**src/rtl/bp_be_pkg.sv**
```systemverilog
// Shared backend types: long-op result widths and the late-writeback
// tracker state encoding.
package bp_be_pkg;

    localparam int long_width_gp = 64;

    typedef struct packed {
        logic nv;
        logic dz;
        logic of;
        logic uf;
        logic nx;
    } rv64_fflags_s;

    typedef enum logic [1:0] {
        e_lwb_idle,
        e_lwb_pending,
        e_lwb_drain,
        e_lwb_wb
    } bp_be_long_wb_state_e;

endpackage

```
**src/rtl/bsg_dff_reset_en.sv**
```systemverilog
// Enabled register with asynchronous active-high reset to zero.
module bsg_dff_reset_en #(
    parameter int width_p = 1
) (
    input  logic               clk_i,
    input  logic               reset_i,
    input  logic               en_i,
    input  logic [width_p-1:0] data_i,
    output logic [width_p-1:0] data_o
);

    always_ff @(posedge clk_i or posedge reset_i) begin
        if (reset_i)
            data_o <= '0;
        else if (en_i)
            data_o <= data_i;
    end

endmodule

```
**src/rtl/bp_be_long_wb_tracker.sv**
```systemverilog
// Tracks the single in-flight long FP op from issue to late writeback,
// absorbing flushes and exposing hazard/latency info.
module bp_be_long_wb_tracker
    import bp_be_pkg::*;
#(
    parameter int data_width_p     = long_width_gp,
    parameter int fflags_width_p   = $bits(rv64_fflags_s),
    parameter int reg_addr_width_p = 5,
    parameter int lat_width_p      = 8
) (
    input  logic                        clk_i,
    input  logic                        reset_i,

    input  logic                        issue_v_i,
    input  logic [reg_addr_width_p-1:0] issue_rd_addr_i,
    input  logic                        issue_fp_i,
    output logic                        issue_ready_o,
    input  logic                        flush_i,

    input  logic                        long_v_i,
    input  logic [data_width_p-1:0]     long_data_i,
    input  logic [fflags_width_p-1:0]   long_fflags_i,
    output logic                        long_yumi_o,

    output logic                        busy_o,
    output logic [reg_addr_width_p-1:0] busy_rd_addr_o,
    output logic                        busy_fp_o,

    output logic                        wb_v_o,
    input  logic                        wb_ready_i,
    output logic [reg_addr_width_p-1:0] wb_rd_addr_o,
    output logic                        wb_fp_o,
    output logic [data_width_p-1:0]     wb_data_o,
    output logic [fflags_width_p-1:0]   wb_fflags_o,
    output logic [lat_width_p-1:0]      wb_latency_o
);

    localparam int hold_width_lp =
        data_width_p + fflags_width_p + reg_addr_width_p + 1;

    bp_be_long_wb_state_e state_r;
    logic [lat_width_p-1:0] lat_r;
    logic [lat_width_p-1:0] lat_inc;

    logic                        is_idle, is_pending, is_drain, is_wb;
    logic                        capture_issue, capture_result, hold_en;
    logic [hold_width_lp-1:0]    hold_n, hold_r;
    logic [data_width_p-1:0]     hold_data;
    logic [fflags_width_p-1:0]   hold_fflags;
    logic [reg_addr_width_p-1:0] hold_rd;
    logic                        hold_fp;

    assign is_idle    = (state_r == e_lwb_idle);
    assign is_pending = (state_r == e_lwb_pending);
    assign is_drain   = (state_r == e_lwb_drain);
    assign is_wb      = (state_r == e_lwb_wb);

    assign capture_issue  = is_idle & issue_v_i & ~flush_i;
    assign capture_result = is_pending & long_v_i & ~flush_i;
    assign hold_en        = capture_issue | capture_result;

    // One register holds both halves: rd/fp land at issue, data/fflags at result.
    always_comb begin
        hold_n = {{data_width_p{1'b0}}, {fflags_width_p{1'b0}},
                  issue_rd_addr_i, issue_fp_i};
        if (capture_result)
            hold_n = {long_data_i, long_fflags_i, hold_rd, hold_fp};
    end

    bsg_dff_reset_en #(
        .width_p (hold_width_lp)
    ) hold_reg (
        .clk_i   (clk_i),
        .reset_i (reset_i),
        .en_i    (hold_en),
        .data_i  (hold_n),
        .data_o  (hold_r)
    );

    assign {hold_data, hold_fflags, hold_rd, hold_fp} = hold_r;

    assign lat_inc = (lat_r == '1) ? lat_r : lat_r + lat_width_p'(1);

    always_ff @(posedge clk_i or posedge reset_i) begin
        if (reset_i) begin
            state_r <= e_lwb_idle;
            lat_r   <= '0;
        end else begin
            unique case (state_r)
                e_lwb_idle: begin
                    if (issue_v_i) begin
                        state_r <= flush_i ? e_lwb_drain : e_lwb_pending;
                        lat_r   <= '0;
                    end
                end
                e_lwb_pending: begin
                    lat_r <= lat_inc;
                    if (flush_i)
                        state_r <= long_v_i ? e_lwb_idle : e_lwb_drain;
                    else if (long_v_i)
                        state_r <= e_lwb_wb;
                end
                e_lwb_drain: begin
                    if (long_v_i)
                        state_r <= e_lwb_idle;
                end
                e_lwb_wb: begin
                    lat_r <= lat_inc;
                    if (flush_i | wb_ready_i)
                        state_r <= e_lwb_idle;
                end
                default: state_r <= e_lwb_idle;
            endcase
        end
    end

    assign issue_ready_o = is_idle;
    assign long_yumi_o   = long_v_i & (is_pending | is_drain);

    assign busy_o         = is_pending | is_wb;
    assign busy_rd_addr_o = busy_o ? hold_rd : '0;
    assign busy_fp_o      = busy_o & hold_fp;

    // Flush beats grant: a flushed WB cycle never presents a request.
    assign wb_v_o       = is_wb & ~flush_i;
    assign wb_rd_addr_o = wb_v_o ? hold_rd     : '0;
    assign wb_fp_o      = wb_v_o & hold_fp;
    assign wb_data_o    = wb_v_o ? hold_data   : '0;
    assign wb_fflags_o  = wb_v_o ? hold_fflags : '0;
    assign wb_latency_o = wb_v_o ? lat_r       : '0;

    a_issue_only_idle: assert property (
        @(posedge clk_i) disable iff (reset_i) issue_v_i |-> is_idle
    );

endmodule

```
**config.mk**
```make
export PLATFORM = sky130hd
export DESIGN_NAME = bp_be_long_wb_tracker
export DESIGN_NICKNAME = d
export VERILOG_FILES = /design/src/rtl/bp_be_pkg.sv /design/src/rtl/bsg_dff_reset_en.sv /design/src/rtl/bp_be_long_wb_tracker.sv
export SDC_FILE = /design/constraint.sdc
export NUM_CORES = 1
export LEC_CHECK = 0
export ABC_AREA = 1
export CORE_MARGIN = 5
export CORE_UTILIZATION = 43
export DETAILED_ROUTE_END_ITERATION = 8
export DONT_BUFFER_PORTS = 1
export HOLD_SLACK_MARGIN = 0.03
export PLACE_DENSITY = 0.54
export SYNTH_ARGS = -nofsm -noshare
export SYNTH_HDL_FRONTEND = slang
export SYNTH_SLANG_ARGS = --single-unit
```
**constraint.sdc**
```tcl
create_clock -name clk_i -period 3.3 [get_ports clk_i]
set_input_delay 0.825 -clock clk_i [delete_from_list [all_inputs] [get_ports clk_i]]
set_output_delay 0.825 -clock clk_i [all_outputs]
set_load 0.02 [all_outputs]
```
* After elaboration in Yosys (flattened, before gate mapping)
Cells that the tools add are included.
W data, S select, Z words.
** Operators by class
- Add/subtract/negate cells :: 1
- Eq/ne operators :: 9
- Muxes and demuxes :: 17
- Bitwise operators :: 14
- Reduce and logical (&&, ||, !) cells :: 6
** Operators with widths (count)
- $mux W75 :: 1
- $mux W64 :: 1
- $mux W8 :: 3
- $pmux W8 S2 :: 1
- $mux W5 :: 3
- $mux W2 :: 7
- $add A8 B1 Y8 const B :: 1
- $and A1 B1 Y1 :: 8
- $eq A8 B8 Y1 const B :: 1
- $pmux W2 S4 :: 1
- $ne A2 B2 Y1 const B :: 3
- $eq A2 B2 Y1 const B :: 2
- $or A1 B1 Y1 :: 4
- $reduce_and A4 Y1 :: 1
- $ne A3 B3 Y1 const B :: 1
- $reduce_and A3 Y1 :: 1
- $eq A2 B1 Y1 const B :: 1
- $logic_not A2 Y1 :: 1
- $ne A2 B1 Y1 const B :: 1
- $not A1 Y1 :: 2
- $reduce_and A2 Y1 :: 1
- $reduce_bool A2 Y1 :: 1
- $reduce_or A2 Y1 :: 1
** Storage, ports and cells
- Flip-flop bits (word level) :: 85
- Input bits :: 81
- Output and inout bits :: 93
- Logic and storage cells :: 51

* Longest topological paths before layout
- Depth after elaboration :: 5
- Gate-level depth with buffers :: 10
- Gate-level depth less buffers :: 9

* By module
From an unflattened synthesis, not the netlist that was laid out.
** Second synthesis, totals
- Cell total of the unflattened synthesis :: 759
- Area total of the unflattened synthesis :: 4888.4 um^2
** By module, submodules not included
- bsg_dff_reset_en :: times used 1, cells an instance 318, area each 2820.2 um^2, seq. area each 1876.8 um^2
- bp_be_long_wb_tracker :: times used 1, cells an instance 441, area each 2068.2 um^2, seq. area each 250.2 um^2

* Worst setup path before layout
No wires, ideal clock.
- Path type :: input-to-output
- From :: input flush_i
- To :: output wb_data_o[10]
- Data arrival time :: 1.866 ns
- Required time :: 2.475 ns
- Setup slack :: 0.609 ns
- Stages :: 5
- Buffers on the path :: 2
- Cells stage by stage :: nor2_1 > inv_1 > buf_2 > buf_2 > nor2_1
** On the way
- Cells in the longest elaborated chain, start to end :: 3
** Ends and longest elaborated chain
- start: declaration :: line bp_be_long_wb_tracker.sv:18 : input logic flush_i,
- $not A1 Y1 :: line bp_be_long_wb_tracker.sv:125 : assign wb_v_o = is_wb & ~flush_i;
- $and A1 B1 Y1 :: line bp_be_long_wb_tracker.sv:125
- $mux W64 :: line bp_be_long_wb_tracker.sv:128 : assign wb_data_o = wb_v_o ? hold_data : '0;
- end: declaration :: line bp_be_long_wb_tracker.sv:33 : output logic [data_width_p-1:0] wb_data_o,
No other way between the ends.

* Worst setup path after layout
- From :: register state_r[1]
- To :: output wb_data_o[56]
** On the way
- Cells in the longest elaborated chain, start to end :: 3
** Ends and longest elaborated chain
- start: declaration :: line bp_be_long_wb_tracker.sv:41 : bp_be_long_wb_state_e state_r;
- start signal: assignment :: line bp_be_long_wb_tracker.sv:86 : state_r <= e_lwb_idle;
- start signal: assignment :: line bp_be_long_wb_tracker.sv:92 : state_r <= flush_i ? e_lwb_drain : e_lwb_pending;
- start signal: assignment :: line bp_be_long_wb_tracker.sv:99 : state_r <= long_v_i ? e_lwb_idle : e_lwb_drain;
- $eq A2 B2 Y1 :: line bp_be_long_wb_tracker.sv:56 : assign is_wb = (state_r == e_lwb_wb);
- $and A1 B1 Y1 :: line bp_be_long_wb_tracker.sv:125
- $mux W64 :: line bp_be_long_wb_tracker.sv:128
No other way between the ends.

==> impl_results.md <==
- CP bufs+invs: 4
- Final nets: 606
- YS warnings: 0
- Largest net degree at the start of global routing: 84
- Design area: 0.00442 mm²
- Yosys cell types: 20
- Leakage: 0.00200 µW
- Post-synthesis cell area: 0.00408 mm²
- Seq cells post-synth: 85
- Min cycle time layout: 2770 ps
- Syn_area_per_cell: 7.78 µm²
- DIE AREA: 0.0115 mm²
- CTS Buf Count: 9
- Critical path required time: 2470 ps
- Diodes inserted: 0
- Net Sw Frac: 36.0%
- Worst skew pair latency: 340 ps
- Max Fclk: 360 MHz
- CTS tree: yes
- GPL Wtd Cong: 0.792
- Core area: 0.00924 mm²
- Clock Tree Buf Depth: 2
- Placed Area: 0.00418 mm²
- Nature of the critical path endpoint: output pin
- Max Cap Viol: 0
- Root Driver: clkbuf_8
- Worst r2r path cells: 6
- WL per Instance: between 10 and 15 µm
- Status: finished, final reports clean
- Clock power share: 24.7%
- Worst path depth: 7
- Layout cells sized above 1: 8.02%
- Arr. time, crit path: 1950 ps
- CTS sink count: between 80 and 90
- Worst vdd ir: ~0.35 mV
- Area Growth Syn to Fin: 8.57%
- Synth top area share: a little over half
- ANT nets after route: 0
- PostCTS Resize Cnt: 0
- Final setup fails: 0
- Critical path cell sequence: ha_1 > inv_1 > nor2_1 > buf_4 > inv_2 > buf_12 > nor2_1
- Hold Vio Cnt, Final: 0
- CP Class: reg2out
- Final core utilization: 47.9%
- Post-CTS Hold Fix Bufs: 0
- Initial antenna violation count: 0
- 1st-iter DRT viols: 167
- Final Slew Violations: 0
- Sw power: 1310 µW
- Critical path startpoint category: register
- Post-DP HPWL: between 6000 and 7000 µm
- Setup Skew: 8.49 ps
- Post-synth top area cell: dfrtp_1
- Pwr per Cell Area: 821 mW/mm²
- Leading post-synthesis cells by cell area: dfrtp_1, nand2_1, nor2_1
- Worst slew pin tran: 794 ps
- Vias per cell: 4.79
- Deepest level of the CTS H-tree: 3
- 1st-pass router iterations: 4
- Crit-path most repeated cell: nor2_1
- Ports: 174
- Setup_tns: 0 ps
- First-pass GRT wire length: 15200 µm
- Crit-path max cell delay: 420 ps
- Syn Nets: ~610
- Logic pwr share: 30.6%
- Starting Density: 44.1%
- Clk slew on worst S/H paths: 90 ps
- Port bufs: 0
- Setup repair bufs after CTS: 0
- Die W: 107 µm
- Cells after Synth: 524
- Via count: 3125
- Flop pwr share: 44.7%
- Max FO, Critical Path: 83
- Max stage delay cell, worst path: dfrtp_1
- DRC viols: 0
- Internal power: between 2000 and 2500 µW
- # fillers: 934
- Slew margin rel.: 47.0%
- Vias in the first global route: just under 3k
- Sequential fraction of the synthesis area: 52.2%
- Overflow after GRT: 0
- GRT Util Overall: between 10% and 20%
- Fin crit share: around 84%
- Crit-path leading delay family: simple AND/OR/NAND/NOR gates
- Worst min path class: in2async
- Cell row count: 35
- Total Wirelength: 9440 µm
- Setup repair after global routing missed its margin: false
- Chip height: around 110 µm
-- cell usage after synthesis --
library cell / n
dfrtp_1: 85
o21ai_1: 6
nand3_2: 1
nand2_1: 108
inv_1: 96
o21ai_0: 72
buf_2: 18
o21ai_2: 10
buf_6: 4
ha_1: 6
o21bai_1: 2
nand3_1: 7
inv_2: 1
clkbuf_1: 1
nor2_2: 2
a21oi_1: 1
nand2_2: 3
nand4_1: 3
nor2_1: 97
buf_4: 1
-- sequential cells by signal (all words and copies together), names as in the netlist --
| name | cells |
|---|---|
| state_r | 2 |
| hold_reg.data_o | 75 |
| lat_r | 8 |
-- metal layers --
layer	track usage (%)	vias up	routed length (µm)
li1	-	1560	-
met1	23.2	1439	4340
met2	24.0	119	4160
met3	5.94	7	858
met4	4.42	0	94
met5	0	-	0
-- cell type report --
cell class                      count  area [µm²]  share of cell area [%]
Sequential cell                    85        2130                    48.1
Multi-Input combinational cell    318        1440                    32.5
Inverter                           97         365                    8.26
Tap cell                          129         161                    3.65
Clock buffer                       11         141                    3.20
Clock inverter                      5         106                    2.40
Timing Repair Buffer                8        85.1                    1.92
-- power by group through the flow --
stage          Combinational [µW]  Sequential, µW  Clock (µW)
6_report                     1110            1620         898
5_1_grt                      1290            1670         980
4_1_cts                      1140            1630         926
3_5_place_dp                 1130            1650           0
3_3_place_gp                 1110            1640           0
2_1_floorplan                 924            1610           0
-- per-stage QoR --
| step | cells | setup slack, ps | power (µW) | hold slack [ps] |
|---|---|---|---|---|
| final | 653 | 525 | 3630 | 484 |
| after global routing | 653 | 383 | 3950 | 521 |
| after CTS | 653 | 509 | 3690 | 494 |
| after detailed placement | 637 | 754 | 2780 | 510 |
| after global placement | 637 | 768 | 2750 | 499 |
| after floorplan | 524 | 282 | 2540 | 475 |
-- path summary, 6_finish.rpt --
path	from	end	slack, ps
worst min-delay path	reset_i	hold_reg.data_o[33]	480
worst max register to register	state_r[0]	hold_reg.data_o[69]	1120
max in group asynchronous	reset_i	hold_reg.data_o[14]	2140
min in group clk_i	hold_reg.data_o[62]	hold_reg.data_o[62]	520
worst min register to register	hold_reg.data_o[62]	hold_reg.data_o[62]	520
worst max-delay path	state_r[1]	wb_data_o[56]	530
-- cells in the final DEF (no fill, tap or decap), types with 3 or more instances in the layout --
cell type	count
buf_4	6
bufinv_16	3
clkbuf_8	10
dfrtp_1	85
ha_1	6
inv_1	94
nand2_1	108
nand2_2	3
nand3_1	7
nand4_1	3
nor2_1	97
o21ai_0	72
o21ai_1	6
o21ai_2	10
-- cell families (layout without fill, tap and decap cells) --
group | count (synthesis) | count (layout) | share of synthesized area [%]
buffers and inverters | 121 | 121 | 12.5
flip-flops | 85 | 85 | 52.2
AND/OR/NAND/NOR | 221 | 221 | 21.2
adder cells (fa/ha/maj) | 6 | 6 | 1.84
AO/OA/AOI/OAI | 91 | 91 | 12.2
Note: power is estimated with default switching activity, not from simulation.
